## src/rtl/instr_encoder_if.sv

```systemverilog
// Bundle between the instruction source, the encoder and the byte-wide instruction memory port.
// Handshake: a transfer happens on a rising clock edge where in_valid and in_ready are both high.
interface instr_encoder_if #(
    parameter int ADDR_W = 8
);
    logic              start;
    logic              in_valid;
    logic              in_ready;
    logic [3:0]        mnem;
    logic [4:0]        rs;
    logic [4:0]        rt;
    logic [4:0]        rd;
    logic [4:0]        sa;
    logic [15:0]       imm;
    logic [25:0]       jaddr;
    logic              im_we;
    logic [ADDR_W-1:0] im_addr;
    logic [7:0]        im_wdata;
    logic              cpu_hold;
    logic              load_done;
    logic              err_ill;
    logic              err_ovf;

    modport master (
        output start, in_valid, mnem, rs, rt, rd, sa, imm, jaddr,
        input  in_ready, im_we, im_addr, im_wdata, cpu_hold, load_done, err_ill, err_ovf
    );

    modport slave (
        input  start, in_valid, mnem, rs, rt, rd, sa, imm, jaddr,
        output in_ready, im_we, im_addr, im_wdata, cpu_hold, load_done, err_ill, err_ovf
    );
endinterface

```

## src/rtl/instr_encoder.sv

```systemverilog
// Packs mnemonic + operand fields into 32-bit instructions and streams them big-endian,
// one byte per cycle, into instruction memory while holding the CPU frozen.
module instr_encoder #(
    parameter int ADDR_W    = 8,
    parameter int BASE_ADDR = 0
) (
    input  logic                CLK,
    input  logic                Reset,
    instr_encoder_if.slave      bus,
    output logic [1:0]          dbg_state
);
    typedef enum logic [1:0] {
        S_IDLE   = 2'd0,
        S_ACCEPT = 2'd1,
        S_WRITE  = 2'd2
    } state_t;

    localparam logic [ADDR_W:0]   BASE = (ADDR_W+1)'(BASE_ADDR);
    localparam logic [ADDR_W+1:0] CAP  = {2'b01, {ADDR_W{1'b0}}};

    state_t            state_q, state_d;
    logic [ADDR_W:0]   cnt_q, cnt_d;
    logic [1:0]        k_q, k_d;
    logic [31:0]       word_q, word_d;
    logic              halt_q, halt_d;
    logic              in_ready_q, in_ready_d;
    logic              im_we_q, im_we_d;
    logic [ADDR_W-1:0] im_addr_q, im_addr_d;
    logic [7:0]        im_wdata_q, im_wdata_d;
    logic              cpu_hold_q, cpu_hold_d;
    logic              load_done_q, load_done_d;
    logic              err_ill_q, err_ill_d;
    logic              err_ovf_q, err_ovf_d;

    logic [31:0]       enc_word;
    logic              enc_ill;
    logic [ADDR_W+1:0] cnt_next;

    always_comb begin
        enc_word = 32'h0;
        enc_ill  = 1'b0;
        case (bus.mnem)
            4'd0:  enc_word = {6'b000000, bus.rs, bus.rt, bus.rd, bus.sa, 6'b0};
            4'd1:  enc_word = {6'b000001, bus.rs, bus.rt, bus.imm};
            4'd2:  enc_word = {6'b000010, bus.rs, bus.rt, bus.rd, bus.sa, 6'b0};
            4'd3:  enc_word = {6'b010000, bus.rs, bus.rt, bus.imm};
            4'd4:  enc_word = {6'b010001, bus.rs, bus.rt, bus.rd, bus.sa, 6'b0};
            4'd5:  enc_word = {6'b010010, bus.rs, bus.rt, bus.rd, bus.sa, 6'b0};
            // sll takes its source from rt, so the rs slot is always zero
            4'd6:  enc_word = {6'b011000, 5'b0, bus.rt, bus.rd, bus.sa, 6'b0};
            4'd7:  enc_word = {6'b011011, bus.rs, bus.rt, bus.imm};
            4'd8:  enc_word = {6'b100110, bus.rs, bus.rt, bus.imm};
            4'd9:  enc_word = {6'b100111, bus.rs, bus.rt, bus.imm};
            4'd10: enc_word = {6'b110000, bus.rs, bus.rt, bus.imm};
            4'd11: enc_word = {6'b110001, bus.rs, bus.rt, bus.imm};
            4'd12: enc_word = {6'b111000, bus.jaddr};
            4'd13: enc_word = {6'b111111, 26'b0};
            default: enc_ill = 1'b1;
        endcase
    end

    always_comb begin
        state_d     = state_q;
        cnt_d       = cnt_q;
        k_d         = k_q;
        word_d      = word_q;
        halt_d      = halt_q;
        in_ready_d  = in_ready_q;
        im_we_d     = 1'b0;
        im_addr_d   = im_addr_q;
        im_wdata_d  = im_wdata_q;
        cpu_hold_d  = cpu_hold_q;
        load_done_d = load_done_q;
        err_ill_d   = err_ill_q;
        err_ovf_d   = err_ovf_q;
        // Extra headroom bit so counter+4 cannot wrap in the fit test
        cnt_next    = {1'b0, cnt_q} + (ADDR_W+2)'(4);

        case (state_q)
            S_IDLE: begin
                in_ready_d = 1'b0;
                if (bus.start) begin
                    state_d     = S_ACCEPT;
                    cnt_d       = BASE;
                    in_ready_d  = 1'b1;
                    cpu_hold_d  = 1'b1;
                    load_done_d = 1'b0;
                    err_ill_d   = 1'b0;
                    err_ovf_d   = 1'b0;
                end
            end
            S_ACCEPT: begin
                if (bus.in_valid && in_ready_q) begin
                    if (enc_ill) begin
                        err_ill_d = 1'b1;
                    end else if (cnt_next > CAP) begin
                        err_ovf_d  = 1'b1;
                        in_ready_d = 1'b0;
                        state_d    = S_IDLE;
                    end else begin
                        state_d    = S_WRITE;
                        word_d     = enc_word;
                        halt_d     = (bus.mnem == 4'd13);
                        k_d        = 2'd0;
                        in_ready_d = 1'b0;
                        im_we_d    = 1'b1;
                        im_addr_d  = cnt_q[ADDR_W-1:0];
                        im_wdata_d = enc_word[31:24];
                    end
                end
            end
            S_WRITE: begin
                if (k_q != 2'd3) begin
                    k_d       = k_q + 2'd1;
                    im_we_d   = 1'b1;
                    im_addr_d = cnt_q[ADDR_W-1:0] + ADDR_W'(k_d);
                    case (k_d)
                        2'd1:    im_wdata_d = word_q[23:16];
                        2'd2:    im_wdata_d = word_q[15:8];
                        default: im_wdata_d = word_q[7:0];
                    endcase
                end else begin
                    cnt_d = cnt_q + (ADDR_W+1)'(4);
                    if (halt_q) begin
                        load_done_d = 1'b1;
                        cpu_hold_d  = 1'b0;
                        in_ready_d  = 1'b0;
                        state_d     = S_IDLE;
                    end else begin
                        in_ready_d = 1'b1;
                        state_d    = S_ACCEPT;
                    end
                end
            end
            default: begin
                in_ready_d = 1'b0;
                state_d    = S_IDLE;
            end
        endcase
    end

    always_ff @(posedge CLK or negedge Reset) begin
        if (!Reset) begin
            state_q     <= S_IDLE;
            cnt_q       <= BASE;
            k_q         <= 2'd0;
            word_q      <= 32'h0;
            halt_q      <= 1'b0;
            in_ready_q  <= 1'b0;
            im_we_q     <= 1'b0;
            im_addr_q   <= '0;
            im_wdata_q  <= 8'h0;
            cpu_hold_q  <= 1'b0;
            load_done_q <= 1'b0;
            err_ill_q   <= 1'b0;
            err_ovf_q   <= 1'b0;
        end else begin
            state_q     <= state_d;
            cnt_q       <= cnt_d;
            k_q         <= k_d;
            word_q      <= word_d;
            halt_q      <= halt_d;
            in_ready_q  <= in_ready_d;
            im_we_q     <= im_we_d;
            im_addr_q   <= im_addr_d;
            im_wdata_q  <= im_wdata_d;
            cpu_hold_q  <= cpu_hold_d;
            load_done_q <= load_done_d;
            err_ill_q   <= err_ill_d;
            err_ovf_q   <= err_ovf_d;
        end
    end

    assign bus.in_ready  = in_ready_q;
    assign bus.im_we     = im_we_q;
    assign bus.im_addr   = im_addr_q;
    assign bus.im_wdata  = im_wdata_q;
    assign bus.cpu_hold  = cpu_hold_q;
    assign bus.load_done = load_done_q;
    assign bus.err_ill   = err_ill_q;
    assign bus.err_ovf   = err_ovf_q;
    assign dbg_state     = state_q;
endmodule

```

## src/flat_wrapper.sv

```systemverilog
// flat-port wrapper written by rule: the top's interface ports become plain ports
module instr_encoder_flat 
#(
    parameter int ADDR_W    = 8,
    parameter int BASE_ADDR = 0
)
  (CLK, Reset, dbg_state, bus_start, bus_in_valid, bus_mnem, bus_rs, bus_rt, bus_rd, bus_sa, bus_imm, bus_jaddr, bus_in_ready, bus_im_we, bus_im_addr, bus_im_wdata, bus_cpu_hold, bus_load_done, bus_err_ill, bus_err_ovf);
  instr_encoder_if #(.ADDR_W(ADDR_W)) bus_i ();
  input  logic CLK;
  input  logic Reset;
  output logic [1:0] dbg_state;
  input wire logic [$bits(bus_i.start)-1:0] bus_start;
  input wire logic [$bits(bus_i.in_valid)-1:0] bus_in_valid;
  input wire logic [$bits(bus_i.mnem)-1:0] bus_mnem;
  input wire logic [$bits(bus_i.rs)-1:0] bus_rs;
  input wire logic [$bits(bus_i.rt)-1:0] bus_rt;
  input wire logic [$bits(bus_i.rd)-1:0] bus_rd;
  input wire logic [$bits(bus_i.sa)-1:0] bus_sa;
  input wire logic [$bits(bus_i.imm)-1:0] bus_imm;
  input wire logic [$bits(bus_i.jaddr)-1:0] bus_jaddr;
  output wire logic [$bits(bus_i.in_ready)-1:0] bus_in_ready;
  output wire logic [$bits(bus_i.im_we)-1:0] bus_im_we;
  output wire logic [$bits(bus_i.im_addr)-1:0] bus_im_addr;
  output wire logic [$bits(bus_i.im_wdata)-1:0] bus_im_wdata;
  output wire logic [$bits(bus_i.cpu_hold)-1:0] bus_cpu_hold;
  output wire logic [$bits(bus_i.load_done)-1:0] bus_load_done;
  output wire logic [$bits(bus_i.err_ill)-1:0] bus_err_ill;
  output wire logic [$bits(bus_i.err_ovf)-1:0] bus_err_ovf;
  assign bus_i.start = bus_start;
  assign bus_i.in_valid = bus_in_valid;
  assign bus_i.mnem = bus_mnem;
  assign bus_i.rs = bus_rs;
  assign bus_i.rt = bus_rt;
  assign bus_i.rd = bus_rd;
  assign bus_i.sa = bus_sa;
  assign bus_i.imm = bus_imm;
  assign bus_i.jaddr = bus_jaddr;
  assign bus_in_ready = bus_i.in_ready;
  assign bus_im_we = bus_i.im_we;
  assign bus_im_addr = bus_i.im_addr;
  assign bus_im_wdata = bus_i.im_wdata;
  assign bus_cpu_hold = bus_i.cpu_hold;
  assign bus_load_done = bus_i.load_done;
  assign bus_err_ill = bus_i.err_ill;
  assign bus_err_ovf = bus_i.err_ovf;
  instr_encoder #(.ADDR_W(ADDR_W), .BASE_ADDR(BASE_ADDR)) u_core (.CLK(CLK), .Reset(Reset), .bus(bus_i), .dbg_state(dbg_state));
endmodule
```

## config.mk

```make
export PLATFORM = sky130hd
export DESIGN_NAME = instr_encoder_flat
export DESIGN_NICKNAME = d
export VERILOG_FILES = /design/src/rtl/instr_encoder_if.sv /design/src/rtl/instr_encoder.sv /design/src/flat_wrapper.sv
export SDC_FILE = /design/constraint.sdc
export NUM_CORES = 1
export LEC_CHECK = 0
export ABC_AREA = 1
export BUFFER_PORTS_ARGS = -buffer_cell sky130_fd_sc_hd__buf_2
export CORE_ASPECT_RATIO = 1.1
export CORE_MARGIN = 4
export CORE_UTILIZATION = 55
export CTS_CLUSTER_DIAMETER = 150
export DETAILED_ROUTE_END_ITERATION = 7
export PLACE_DENSITY_LB_ADDON = 0.1
export SETUP_SLACK_MARGIN = 0.1
export SKIP_CTS_REPAIR_TIMING = 1
export SYNTH_ARGS = -nofsm -noshare
export SYNTH_HDL_FRONTEND = slang
export SYNTH_SLANG_ARGS = --single-unit
```

## constraint.sdc

```tcl
create_clock -name CLK -period 3.81 [get_ports CLK]
set_input_delay 0.1905 -clock CLK [delete_from_list [all_inputs] [get_ports CLK]]
set_output_delay 0.1905 -clock CLK [all_outputs]
set_load 0.1 [all_outputs]
```

-- Word-level counts from Yosys, hierarchy flattened
Cells that the tools add are included.
- add/sub/neg operators: 4
- order comparisons: 1
- equality and inequality tests: 27
- multiplexer cells: 53
- bitwise operators: 1
- reduce and logical (&&, ||, !) cells: 15
- operators with widths (kind ; number):
    32-bit case mux with 14 select lines ; 1
    8-bit 2-to-1 mux ; 8
    8-bit case mux with 2 select lines ; 3
    4-bit == test, second input constant ; 6
    1-bit 2-to-1 mux ; 21
    2-bit 2-to-1 mux ; 9
    9-bit 2-to-1 mux ; 2
    9-bit case mux with 2 select lines ; 1
    4-bit by 3-bit == test with 1-bit output, second input constant ; 4
    4-bit AND reduction ; 4
    14-bit OR reduction ; 1
    2-bit inequality test, second input constant ; 6
    9-bit by 3-bit adder with 10-bit output, second input constant ; 1
    10-bit by 9-bit greater-than comparator with 1-bit output, second input constant ; 1
    1-bit case mux with 2 select lines ; 5
    5-bit AND reduction ; 2
    9-bit by 3-bit adder with 9-bit output, second input constant ; 1
    8-bit by 2-bit adder with 8-bit output ; 1
    4-bit by 2-bit == test with 1-bit output, second input constant ; 2
    2-bit by 1-bit inequality test with 1-bit output, second input constant ; 4
    2-bit case mux with 3 select lines ; 1
    3-bit AND reduction ; 2
    2-bit nonzero test ; 3
    2-bit by 1-bit == test with 1-bit output, second input constant ; 2
    9 further kinds ; 10
- flip-flop bits (word level): 60
- input port bits: 70
- output and inout port bits: 24
- word-level logic and storage cells: 114

-- Depth between registers and ports, before layout
Gate-level depths: netlist of the first run.
- depth after elaboration: 6
- depth in mapped cells: 13
- gate-level depth less buffers: 12

-- Least setup slack after synthesis of the first run
No wires, ideal clock.
- path type: register to register
- start: register u_core.state_q[0] (netlist: u_core.dbg_state[0])
- end: register u_core.cpu_hold_q (netlist: u_core.bus.cpu_hold)
- library setup time: 0.078 ns
- arrival: 2.389 ns
- required time: 3.732 ns
- setup slack: 1.343 ns
- cell stages (with the launch flop): 12
- buffers on the path: 0
- period minus slack after synthesis: 2.467 ns
- cell sequence: dfrtp_1 > inv_1 > ha_1 > inv_1 > nor2_1 > inv_2 > nand2_1 > a21oi_1 > inv_1 > nor2_1 > nor2_1 > a21oi_1
- word-level cells in the longest chain between the ends: 3
- elaborated cells between the ends (all ways): 8
- those cells by class: eq/ne (4); mux (1); reduce/logical (3)
- RTL lines (what ; line ; text):
    from (decl) ; instr_encoder.sv:21 ; state_t state_q, state_d;
    from (signal assigned) ; instr_encoder.sv:158 ; state_q <= state_d;
    2-bit == test or 2-bit logical NOT (tied branches) ; instr_encoder.sv:79 ; case (state_q)
    2-bit by 1-bit inequality test with 1-bit output (no source line) (tied with other cells) ; - ;
    4-bit AND reduction (no source line) ; - ;
    to (signal assigned) ; instr_encoder.sv:167 ; cpu_hold_q <= cpu_hold_d;
    to (decl) ; instr_encoder.sv:30 ; logic cpu_hold_q, cpu_hold_d;
Parallel ways exist; a longest one is shown, timed or not.
A chain may end at the register's enable or synchronous reset.

-- Final worst setup path of the first run
- start: register u_core.cnt_q[2]
- end: register u_core.word_q[7]
- word-level cells in the longest chain between the ends: 4
- RTL lines (what ; line ; text):
    from (decl) ; instr_encoder.sv:22 ; logic [ADDR_W:0] cnt_q, cnt_d;
    from (signal assigned) ; instr_encoder.sv:159 ; cnt_q <= cnt_d;
    9-bit by 3-bit adder with 10-bit output ; instr_encoder.sv:77 ; cnt_next = {1'b0, cnt_q} + (ADDR_W+2)'(4);
    10-bit by 9-bit greater-than comparator with 1-bit output ; instr_encoder.sv:96 ; end else if (cnt_next > CAP) begin
    1-bit inverter (no source line) ; - ;
    4-bit AND reduction (no source line) ; - ;
    to (signal assigned) ; instr_encoder.sv:161 ; word_q <= word_d;
    to (decl) ; instr_encoder.sv:24 ; logic [31:0] word_q, word_d;
Every way passes these cells.

==> flow_metrics.env, run 1 <==
export IMPL_syn_area_per_cell_um2=7.49
export IMPL_ys_types=34
export IMPL_h_tree_depth=3
export IMPL_cts_buffers_inserted=9
export IMPL_area_growth_pct=19.3
export IMPL_overflow=0
export IMPL_relSlewSlack_pct=40.2
export IMPL_core_area_mm2=0.00588
export IMPL_slew_viol_final=0
export IMPL_cts_tree="yes"
export IMPL_fin_setup_tns_ps=0
export IMPL_r2r_end="u_core.word_q[7]"
export IMPL_avgRoutedWirePerCell_um=13.6
export IMPL_yosysTopAreaCell="dfrtp_1"
export IMPL_nNetsFinal=619
export IMPL_hpwlAfterDp_um=6400
export IMPL_initialDrtViolationCount=173
export IMPL_skew_ps=4.93
export IMPL_cp_end_kind="flop"
export IMPL_p_int_mw=1.41
export IMPL_worst_endpoint_required_ps=3990
export IMPL_grt_pass1_vias=3144
export IMPL_r2r_setup_slack_ps=1200
export IMPL_synth_edf_count=0
export IMPL_grtUsageTotal_pct=24.3
export IMPL_vias=3289
export IMPL_seqPwrFrac_pct=32.2
export IMPL_start_util_pct=57.6
export IMPL_die_width_um=82.8
export IMPL_rsz0062_at_grt="no"
export IMPL_die_area_mm2=0.00747
export IMPL_ant_nets=0
export IMPL_leakagePower_nw=2.20
export IMPL_finalHoldViolCount=1
export IMPL_pwr_share_comb_pct=51.4
export IMPL_setup_viol=0
export IMPL_place_area_mm2=0.00386
export IMPL_stdcell_area_mm2=0.00404
export IMPL_ctsRootBufferMaster="clkbuf_8"
export IMPL_clkTransAtPathRegs_ps=70
export IMPL_nFillCells=539
export IMPL_ys_warn_count=0
export IMPL_detail_route_first_pass_iterations=5
export IMPL_crit_path_start_kind="flop"
export IMPL_synth_seq_cells=58
export IMPL_yosys_most_used_dff="dfrtp_1"
export IMPL_drive_above_1_share_pct=23.0
export IMPL_fin_crit_sh_pct=68.4
export IMPL_r2r_start="u_core.cnt_q[2]"
export IMPL_boundaryPins=94
export IMPL_fmax_ghz=0.384
export IMPL_synth_most_common_cell="nand2_1"
export IMPL_gp_congestion=0.917
export IMPL_worst_pin_slew_ps=895
export IMPL_antenna_cells=0
export IMPL_num_rows=29
export IMPL_pwr_share_clk_pct=16.4
export IMPL_crit_fanout=51
export IMPL_synth_area_mm2=0.00338
export IMPL_fin_crit_ps=2610
export IMPL_peakVddDrop_v=0.000378
export IMPL_netlist_top_cells_count="nand2_1 (125), dfrtp_1 (58), inv_1 (52)"
export IMPL_place_ws_ps=1280
export IMPL_hp_class="in2async"
export IMPL_grt_max_degree=59
export IMPL_synth_top_area_share_pct=42.9
export IMPL_synthTopCellsByArea="dfrtp_1 (43%), nand2_1 (14%), nand3_1 (7.4%)"
export IMPL_synth_cells=452
export IMPL_reg2regPathDepth=8
export IMPL_max_cap_violations=0
export IMPL_power_density_mw_per_mm2=743
export IMPL_outcome="complete, but fails checks"
export IMPL_critPathKind="reg2reg"
export IMPL_timing_hold_ws_ps=-2.00
export IMPL_worstPathArrival_ps=2780
export IMPL_clkLatencyLatePin_ps=330
export IMPL_switching_share_pct=52.8
export IMPL_numPortBuffers=93
export IMPL_cts_buffer_depth=2
export IMPL_vias_per_cell=5.30
export IMPL_clock_sinks=58
export IMPL_ys_seq_area_share_pct=42.9
export IMPL_drc=0
export IMPL_p_total_mw=3.00
export IMPL_switching_power_mw=1.58
export IMPL_die_h_um=90.3
export IMPL_grt_pass1_wl_um=14200
export IMPL_postLayoutSetupSlackWorst_ps=1200
export IMPL_antenna_found_initial=0
export IMPL_totalWireLength_um=8450
export IMPL_failed_checks="negative hold slack"
export IMPL_syn_nets=532
export IMPL_async_reset_ff_share_pct=100
state kept, by name, indices dropped and copies added, names as in the netlist:
| signal | flops |
|---|---|
| u_core.dbg_state | 2 |
| u_core.halt_q | 1 |
| u_core.bus.im_wdata | 8 |
| u_core.bus.im_we | 1 |
| u_core.word_q | 24 |
| u_core.cnt_q | 7 |
| u_core.bus.err_ill | 1 |
| u_core.k_q | 2 |
| u_core.bus.in_ready | 1 |
| u_core.bus.load_done | 1 |
| u_core.bus.cpu_hold | 1 |
| u_core.bus.im_addr | 8 |
| u_core.bus.err_ovf | 1 |
critical path, cell delays in order, from the launching register on:
cell and delay (ps):
dfrtp_1 470, ha_1 280, nand3_1 110, xor2_1 280
nand3_1 140, nand2_2 100, nand3_2 670, nand2_1 260
o21ai_0 120
stage by stage:
stage,instances,util (%)
4_1_cts,621,68.6
2_1_floorplan,452,-
3_5_place_dp,605,65.8
3_3_place_gp,605,65.8
5_1_grt,621,68.6
6_report,621,68.6
logic make-up (layout without fill, tap and decap cells):
logic type / after synthesis / in the layout / share of synthesized area, %
and+or+nand+nor: 219 / 219 / 27.7
AOI/OAI and AO/OA: 86 / 86 / 15.6
buffers and inverters: 74 / 166 / 8.91
DFF: 58 / 58 / 42.9
adders and majority gates: 10 / 10 / 3.70
xor gates and xnor gates: 4 / 4 / 1.04
other: 1 / 1 / 0.111
power by group through the flow:
stage / Clock (mW) / Combinational (mW) / Sequential (mW)
after floorplan: 0 / 0.702 / 1.50
after global placement: 0 / 1.51 / 0.971
after detailed placement: 0 / 1.54 / 0.973
after CTS: 0.500 / 1.54 / 0.965
after global routing: 0.530 / 1.69 / 0.992
final: 0.491 / 1.54 / 0.966
placed cells by master, fill, tap and decap left out, types with 4 or more instances in the layout:
master | Yosys | final
a21oi_1 | 11 | 11
a221oi_1 | 10 | 10
a31oi_1 | 5 | 5
a32oi_1 | 6 | 6
buf_2 | 10 | 93
clkbuf_8 | 0 | 9
dfrtp_1 | 58 | 58
ha_1 | 10 | 10
inv_1 | 52 | 52
nand2_1 | 125 | 125
nand3_1 | 50 | 50
nand4_1 | 4 | 4
nor2_1 | 27 | 27
o21ai_0 | 31 | 31
o21ai_1 | 12 | 12
o22ai_1 | 4 | 4
xor2_1 | 4 | 4
per-layer routing:
metal  track usage (%)  part of all wire (%)  up-vias  wire [µm]
met5                 0                     0        -          0
met2              40.4                    51      115       4270
met3              4.59                   6.0       16        508
met1              31.1                    41     1493       3500
li1                  -                     -     1665          -
met4              8.58                   2.0        0        167
how the worst max path moves through the flow:
| stage | start | endpoint | slack (ps) | cells after the start |
|---|---|---|---|---|
| after floorplan | u_core.dbg_state[0] | u_core.bus.cpu_hold | 1340 | 11 |
| after global placement | u_core.cnt_q[2] | u_core.bus.im_we | 1280 | 7 |
| after detailed placement | u_core.cnt_q[2] | u_core.word_q[7] | 1280 | 8 |
| after CTS | u_core.cnt_q[2] | u_core.bus.im_we | 1250 | 7 |
| after global routing | u_core.cnt_q[2] | u_core.word_q[21] | 900 | 7 |
| final | u_core.cnt_q[2] | u_core.word_q[7] | 1200 | 8 |
final cells by class:
class / instances / area, µm² / share of cell area (%)
clock inverters: 7 / 46.3 / 1.15
flip-flops and latches: 58 / 1450 / 36.0
inverters: 55 / 206 / 5.12
repair buffers: 95 / 480 / 11.9
multi-input cells: 320 / 1630 / 40.4
clock buffers: 9 / 124 / 3.07
well taps: 77 / 96.3 / 2.39
No activity file was read; power rests on OpenSTA's default activity.
==> run 2, diff against run 1 <==
--- a/config.mk
+++ b/config.mk
@@ -9,7 +9,7 @@
 export BUFFER_PORTS_ARGS = -buffer_cell sky130_fd_sc_hd__buf_2
 export CORE_ASPECT_RATIO = 1.1
 export CORE_MARGIN = 4
-export CORE_UTILIZATION = 55
+export CORE_UTILIZATION = 53
 export CTS_CLUSTER_DIAMETER = 150
 export DETAILED_ROUTE_END_ITERATION = 7
 export PLACE_DENSITY_LB_ADDON = 0.1
==> constraint.sdc (replaced) <==
create_clock -name CLK -period 2.6 [get_ports CLK]
set_input_delay 0.13 -clock CLK [delete_from_list [all_inputs] [get_ports CLK]]
set_output_delay 0.13 -clock CLK [all_outputs]
set_load 0.1 [all_outputs]
==> run 2 against run 1 <==
- the run now ends clean
- critical path depth grew 2
- first-iteration DRC count decreased by 2.3%
- hold slack improved by 61 ps
- register-to-register slack got worse by 680 ps
==> flow_metrics.env, run 2 (synthesized netlist as in run 1, its figures left out) <==
export IMPL_critPathKind="reg2reg"
export IMPL_core_area_mm2=0.00619
export IMPL_max_cap_violations=0
export IMPL_slew_viol_final=0
export IMPL_avgRoutedWirePerCell_um=13.9
export IMPL_finalHoldViolCount=0
export IMPL_numPortBuffers=93
export IMPL_cts_tree="yes"
export IMPL_die_area_mm2=0.00773
export IMPL_area_growth_pct=22.9
export IMPL_die_width_um=84.2
export IMPL_grtUsageTotal_pct=23.4
export IMPL_worst_endpoint_required_ps=2840
export IMPL_clkTransAtPathRegs_ps=80
export IMPL_cp_end_kind="flop"
export IMPL_r2r_start="u_core.cnt_q[2]"
export IMPL_relSlewSlack_pct=48.3
export IMPL_worst_pin_slew_ps=771
export IMPL_clock_sinks=58
export IMPL_peakVddDrop_v=0.000769
export IMPL_cts_buffer_depth=2
export IMPL_ant_nets=0
export IMPL_antenna_found_initial=0
export IMPL_vias=3321
export IMPL_fmax_ghz=0.482
export IMPL_antenna_cells=0
export IMPL_h_tree_depth=3
export IMPL_grt_pass1_wl_um=14500
export IMPL_rsz0062_at_grt="no"
export IMPL_detail_route_first_pass_iterations=4
export IMPL_fin_setup_tns_ps=0
export IMPL_critPathLaunch="u_core.cnt_q[2]"
export IMPL_cts_buffers_inserted=9
export IMPL_crit_fanout=18
export IMPL_largest_register_ffs=24
export IMPL_top_register="u_core.word_q"
export IMPL_hpwlAfterDp_um=6620
export IMPL_leakagePower_nw=2.27
export IMPL_die_h_um=91.8
export IMPL_min_from="bus_imm[4]"
export IMPL_p_total_mw=4.76
export IMPL_clkLatencyLatePin_ps=350
export IMPL_final_cell_count_no_fill=629
export IMPL_placed_cells=612
export IMPL_boundaryPins=94
export IMPL_power_density_mw_per_mm2=1150
export IMPL_fin_crit_ps=2080
export IMPL_initialDrtViolationCount=169
export IMPL_start_util_pct=54.6
export IMPL_crit_path_start_kind="flop"
export IMPL_fin_util_pct=67.1
export IMPL_grt_max_degree=52
export IMPL_grt_pass1_vias=3159
export IMPL_final_cell_mix="nand2_1 (125), buf_2 (93), dfrtp_1 (58), inv_1 (52), nand3_1 (50)"
export IMPL_drive_above_1_share_pct=23.5
export IMPL_worstPathArrival_ps=2310
export IMPL_vias_per_cell=5.28
export IMPL_nNetsFinal=624
export IMPL_overflow=0
export IMPL_ctsRootBufferMaster="clkbuf_8"
export IMPL_layout_commonest_cell="nand2_1"
export IMPL_num_rows=30
export IMPL_outcome="complete, no violations"
export IMPL_gp_congestion=0.930
export IMPL_setup_viol=0
export IMPL_drc=0
export IMPL_totalWireLength_um=8760
export IMPL_hp_class="in2reg"
export IMPL_fin_crit_sh_pct=79.8
export IMPL_skew_ps=8.83
## run 2: layer usage
| layer | global-route usage (%) | vias to the layer above | wire (µm) |
|---|---|---|---|
| met2 | 40.3 | 115 | 4380 |
| met4 | 11.3 | 0 | 190 |
| met5 | 0 | - | 0 |
| met3 | 4.67 | 16 | 574 |
| met1 | 27.6 | 1517 | 3610 |
| li1 | - | 1673 | - |
## run 2: cell type report
class	instances	area, µm²
Tap cell	80	100
Timing Repair Buffer	100	520
Inverter	55	206
Clock inverter	7	125
Multi-Input combinational cell	320	1630
Clock buffer	9	124
Sequential cell	58	1450
Fill cell	550	2040
## run 2: final timing paths
| check | to | slack (ps) | cells past startpoint |
|---|---|---|---|
| max reg2reg | u_core.bus.im_addr[1] | 520 | 10 |
| min | u_core.word_q[4] | 60 | 3 |
| max | u_core.bus.im_addr[1] | 520 | 10 |
| max in group asynchronous | u_core.word_q[22] | 1490 | 3 |
| min in group asynchronous | u_core.dbg_state[1] | 270 | 2 |
| min reg2reg | u_core.bus.im_wdata[5] | 470 | 2 |
## run 2: power breakdown
group,switching [mW],internal [mW],leakage (nW)
logic,1.75,0.541,1.38
clock network,0.407,0.646,0.124
registers,0.209,1.21,0.760
total,2.36,2.40,2.27
## run 2: critical path, stage by stage, from the launching register on
cell     delay, ps
dfrtp_1        520
ha_1           270
nand3_1        110
xor2_1         240
nand3_1        130
nand2_2         90
nand2_2        100
nand2_4        180
nand2_4        160
nand2_1        100
nand2_1         60
## run 2: per-stage QoR
stage               hold WS, ps  area [µm²]  setup slack (ps)
floorplan                  -166        3380               133
global placement            111        3900               616
detailed placement          118        3900               545
CTS                        -255        4150               524
global route               65.4        4160               283
finish                     58.9        4160               525
==> run 3, diff against run 2 <==
--- a/config.mk
+++ b/config.mk
@@ -9,7 +9,7 @@
 export BUFFER_PORTS_ARGS = -buffer_cell sky130_fd_sc_hd__buf_2
 export CORE_ASPECT_RATIO = 1.1
 export CORE_MARGIN = 4
-export CORE_UTILIZATION = 53
+export CORE_UTILIZATION = 48
 export CTS_CLUSTER_DIAMETER = 150
 export DETAILED_ROUTE_END_ITERATION = 7
 export PLACE_DENSITY_LB_ADDON = 0.1
==> constraint.sdc (replaced) <==
create_clock -name CLK -period 1.9 [get_ports CLK]
set_input_delay 0.095 -clock CLK [delete_from_list [all_inputs] [get_ports CLK]]
set_output_delay 0.095 -clock CLK [all_outputs]
set_load 0.1 [all_outputs]
==> run 3 against run 2 <==
- utilization shrank 1.3 points
- hold slack lost 34 ps
- worst setup slack lost 470 ps
- sequential power grew 39%
- maximum frequency grew 13%
- non-clock buffer count grew 13
- die area grew 9.4%
- cell count grew 2.4%
- register-to-register slack lost 470 ps
- critical endpoint is now u_core.bus.im_wdata[4]
- highest routed layer unchanged
==> flow_metrics.env, run 3 (synthesized netlist as in run 1, its figures left out) <==
export IMPL_outcome="complete, no violations"
export IMPL_relSlewSlack_pct=52.4
export IMPL_hp_class="in2reg"
export IMPL_max_cap_violations=0
export IMPL_largest_register_ffs=24
export IMPL_hold_path_depth=3
export IMPL_start_util_pct=50.4
export IMPL_peakVddDrop_v=0.00115
export IMPL_r2r_start="u_core.cnt_q[2]"
export IMPL_grtUsageTotal_pct=22.5
export IMPL_clkTransAtPathRegs_ps=70
export IMPL_grt_max_degree=52
export IMPL_fmax_ghz=0.542
export IMPL_worstPathArrival_ps=2130
export IMPL_min_from="bus_imm[2]"
export IMPL_timing_hold_ws_ps=24.5
export IMPL_postLayoutSetupSlackWorst_ps=56.1
export IMPL_hold_end="u_core.word_q[2]"
export IMPL_r2r_setup_slack_ps=60
export IMPL_stdcell_area_mm2=0.00442
export IMPL_final_cell_mix="nand2_1 (121), buf_2 (93), dfrtp_1 (53), nand3_1 (48), inv_1 (46)"
export IMPL_reg2regPathDepth=10
export IMPL_power_density_mw_per_mm2=1550
export IMPL_boundaryPins=94
export IMPL_avgRoutedWirePerCell_um=14.0
export IMPL_totalWireLength_um=8990
export IMPL_r2r_end="u_core.bus.im_wdata[4]"
export IMPL_grt_pass1_vias=3216
export IMPL_setup_viol=0
export IMPL_vias_per_cell=5.20
export IMPL_final_cell_count_no_fill=644
export IMPL_cp_end_kind="flop"
export IMPL_num_rows=31
export IMPL_fin_util_pct=65.9
export IMPL_grt_pass1_wl_um=14600
export IMPL_fin_setup_tns_ps=0
export IMPL_place_area_mm2=0.00404
export IMPL_cts_buffers_inserted=9
export IMPL_critPathKind="reg2reg"
export IMPL_drc=0
export IMPL_nFillCells=599
export IMPL_placed_cells=622
export IMPL_die_area_mm2=0.00846
export IMPL_hpwlAfterDp_um=6680
export IMPL_vias=3347
export IMPL_crit_fanout=8
export IMPL_rsz0062_at_grt="yes"
export IMPL_skew_ps=10.2
export IMPL_detail_route_first_pass_iterations=4
export IMPL_top_register="u_core.word_q"
export IMPL_worst_endpoint_required_ps=2180
export IMPL_overflow=0
export IMPL_slew_viol_final=0
export IMPL_antenna_found_initial=0
export IMPL_drive_above_1_share_pct=30.1
export IMPL_die_width_um=88.0
export IMPL_place_ws_ps=71.9
export IMPL_numPortBuffers=93
export IMPL_clkLatencyLatePin_ps=340
export IMPL_leakagePower_nw=2.34
export IMPL_cts_buffer_depth=2
export IMPL_cts_tree="yes"
export IMPL_nNetsFinal=637
export IMPL_core_area_mm2=0.00671
export IMPL_crit_path_start_kind="flop"
export IMPL_ctsRootBufferMaster="clkbuf_8"
export IMPL_initialDrtViolationCount=148
export IMPL_p_total_mw=6.83
export IMPL_ant_nets=0
export IMPL_gp_congestion=0.884
export IMPL_fin_crit_sh_pct=97.0
export IMPL_area_growth_pct=30.6
export IMPL_finalHoldViolCount=0
export IMPL_die_h_um=96.1
export IMPL_antenna_cells=0
export IMPL_layout_commonest_cell="nand2_1"
export IMPL_worst_pin_slew_ps=709
export IMPL_clock_sinks=58
export IMPL_h_tree_depth=3
export IMPL_fin_crit_ps=1840
==> run 3: cell count changes in the layout (fill, tap and decap cells not counted), sizes merged <==
cell      delta
clkbuf       +3
buf         +13
inv          -2
clkinv       -1
clkinvlp     +1
bufinv       -1
==> run 3: where the power goes <==
group / internal [mW] / leakage, nW / switching [mW] / total (mW)
sequential: 1.68 / 0.753 / 0.308 / 1.98
combinational: 0.979 / 1.47 / 2.52 / 3.50
clock: 0.843 / 0.119 / 0.505 / 1.35
==> run 3: worst max-delay path, cell delays in order, from the launching register on <==
cell,delay [ps]
dfrtp_1,420
ha_4,190
nand3_2,120
xor2_2,250
nand3_1,120
nand2_2,90
nand2_2,100
nand2_4,150
buf_4,170
nand3_1,100
nand2_1,80
==> run 3: layout make-up <==
cell class,count,area (µm²),area share [%]
flip-flops and latches,58,1460,33.1
inverters,55,214,4.84
clock buffers,12,165,3.74
well taps,82,103,2.32
clock inverters,4,72.6,1.64
repair buffers,113,659,14.9
multi-input cells,320,1740,39.4
==> run 3: worst max path at each step <==
stage | startpoint | end | slack (ps) | cells past startpoint
floorplan | u_core.dbg_state[1] | u_core.bus.im_addr[0] | 80 | 10
global placement | u_core.cnt_q[4] | u_core.bus.im_wdata[4] | 160 | 10
detailed placement | u_core.cnt_q[2] | u_core.bus.im_addr[5] | 70 | 10
CTS | u_core.cnt_q[2] | u_core.bus.im_addr[5] | 50 | 10
global route | u_core.cnt_q[2] | u_core.bus.im_wdata[4] | -30 | 10
finish | u_core.cnt_q[2] | u_core.bus.im_wdata[4] | 60 | 10
==> run 3: metal layers <==
metal	track usage [%]	vias to the layer above	share of wire, %
met5	0	-	0
met4	11.2	0	3.0
met3	4.71	23	5.6
met2	38.7	112	50
met1	26.5	1509	42
li1	-	1703	-
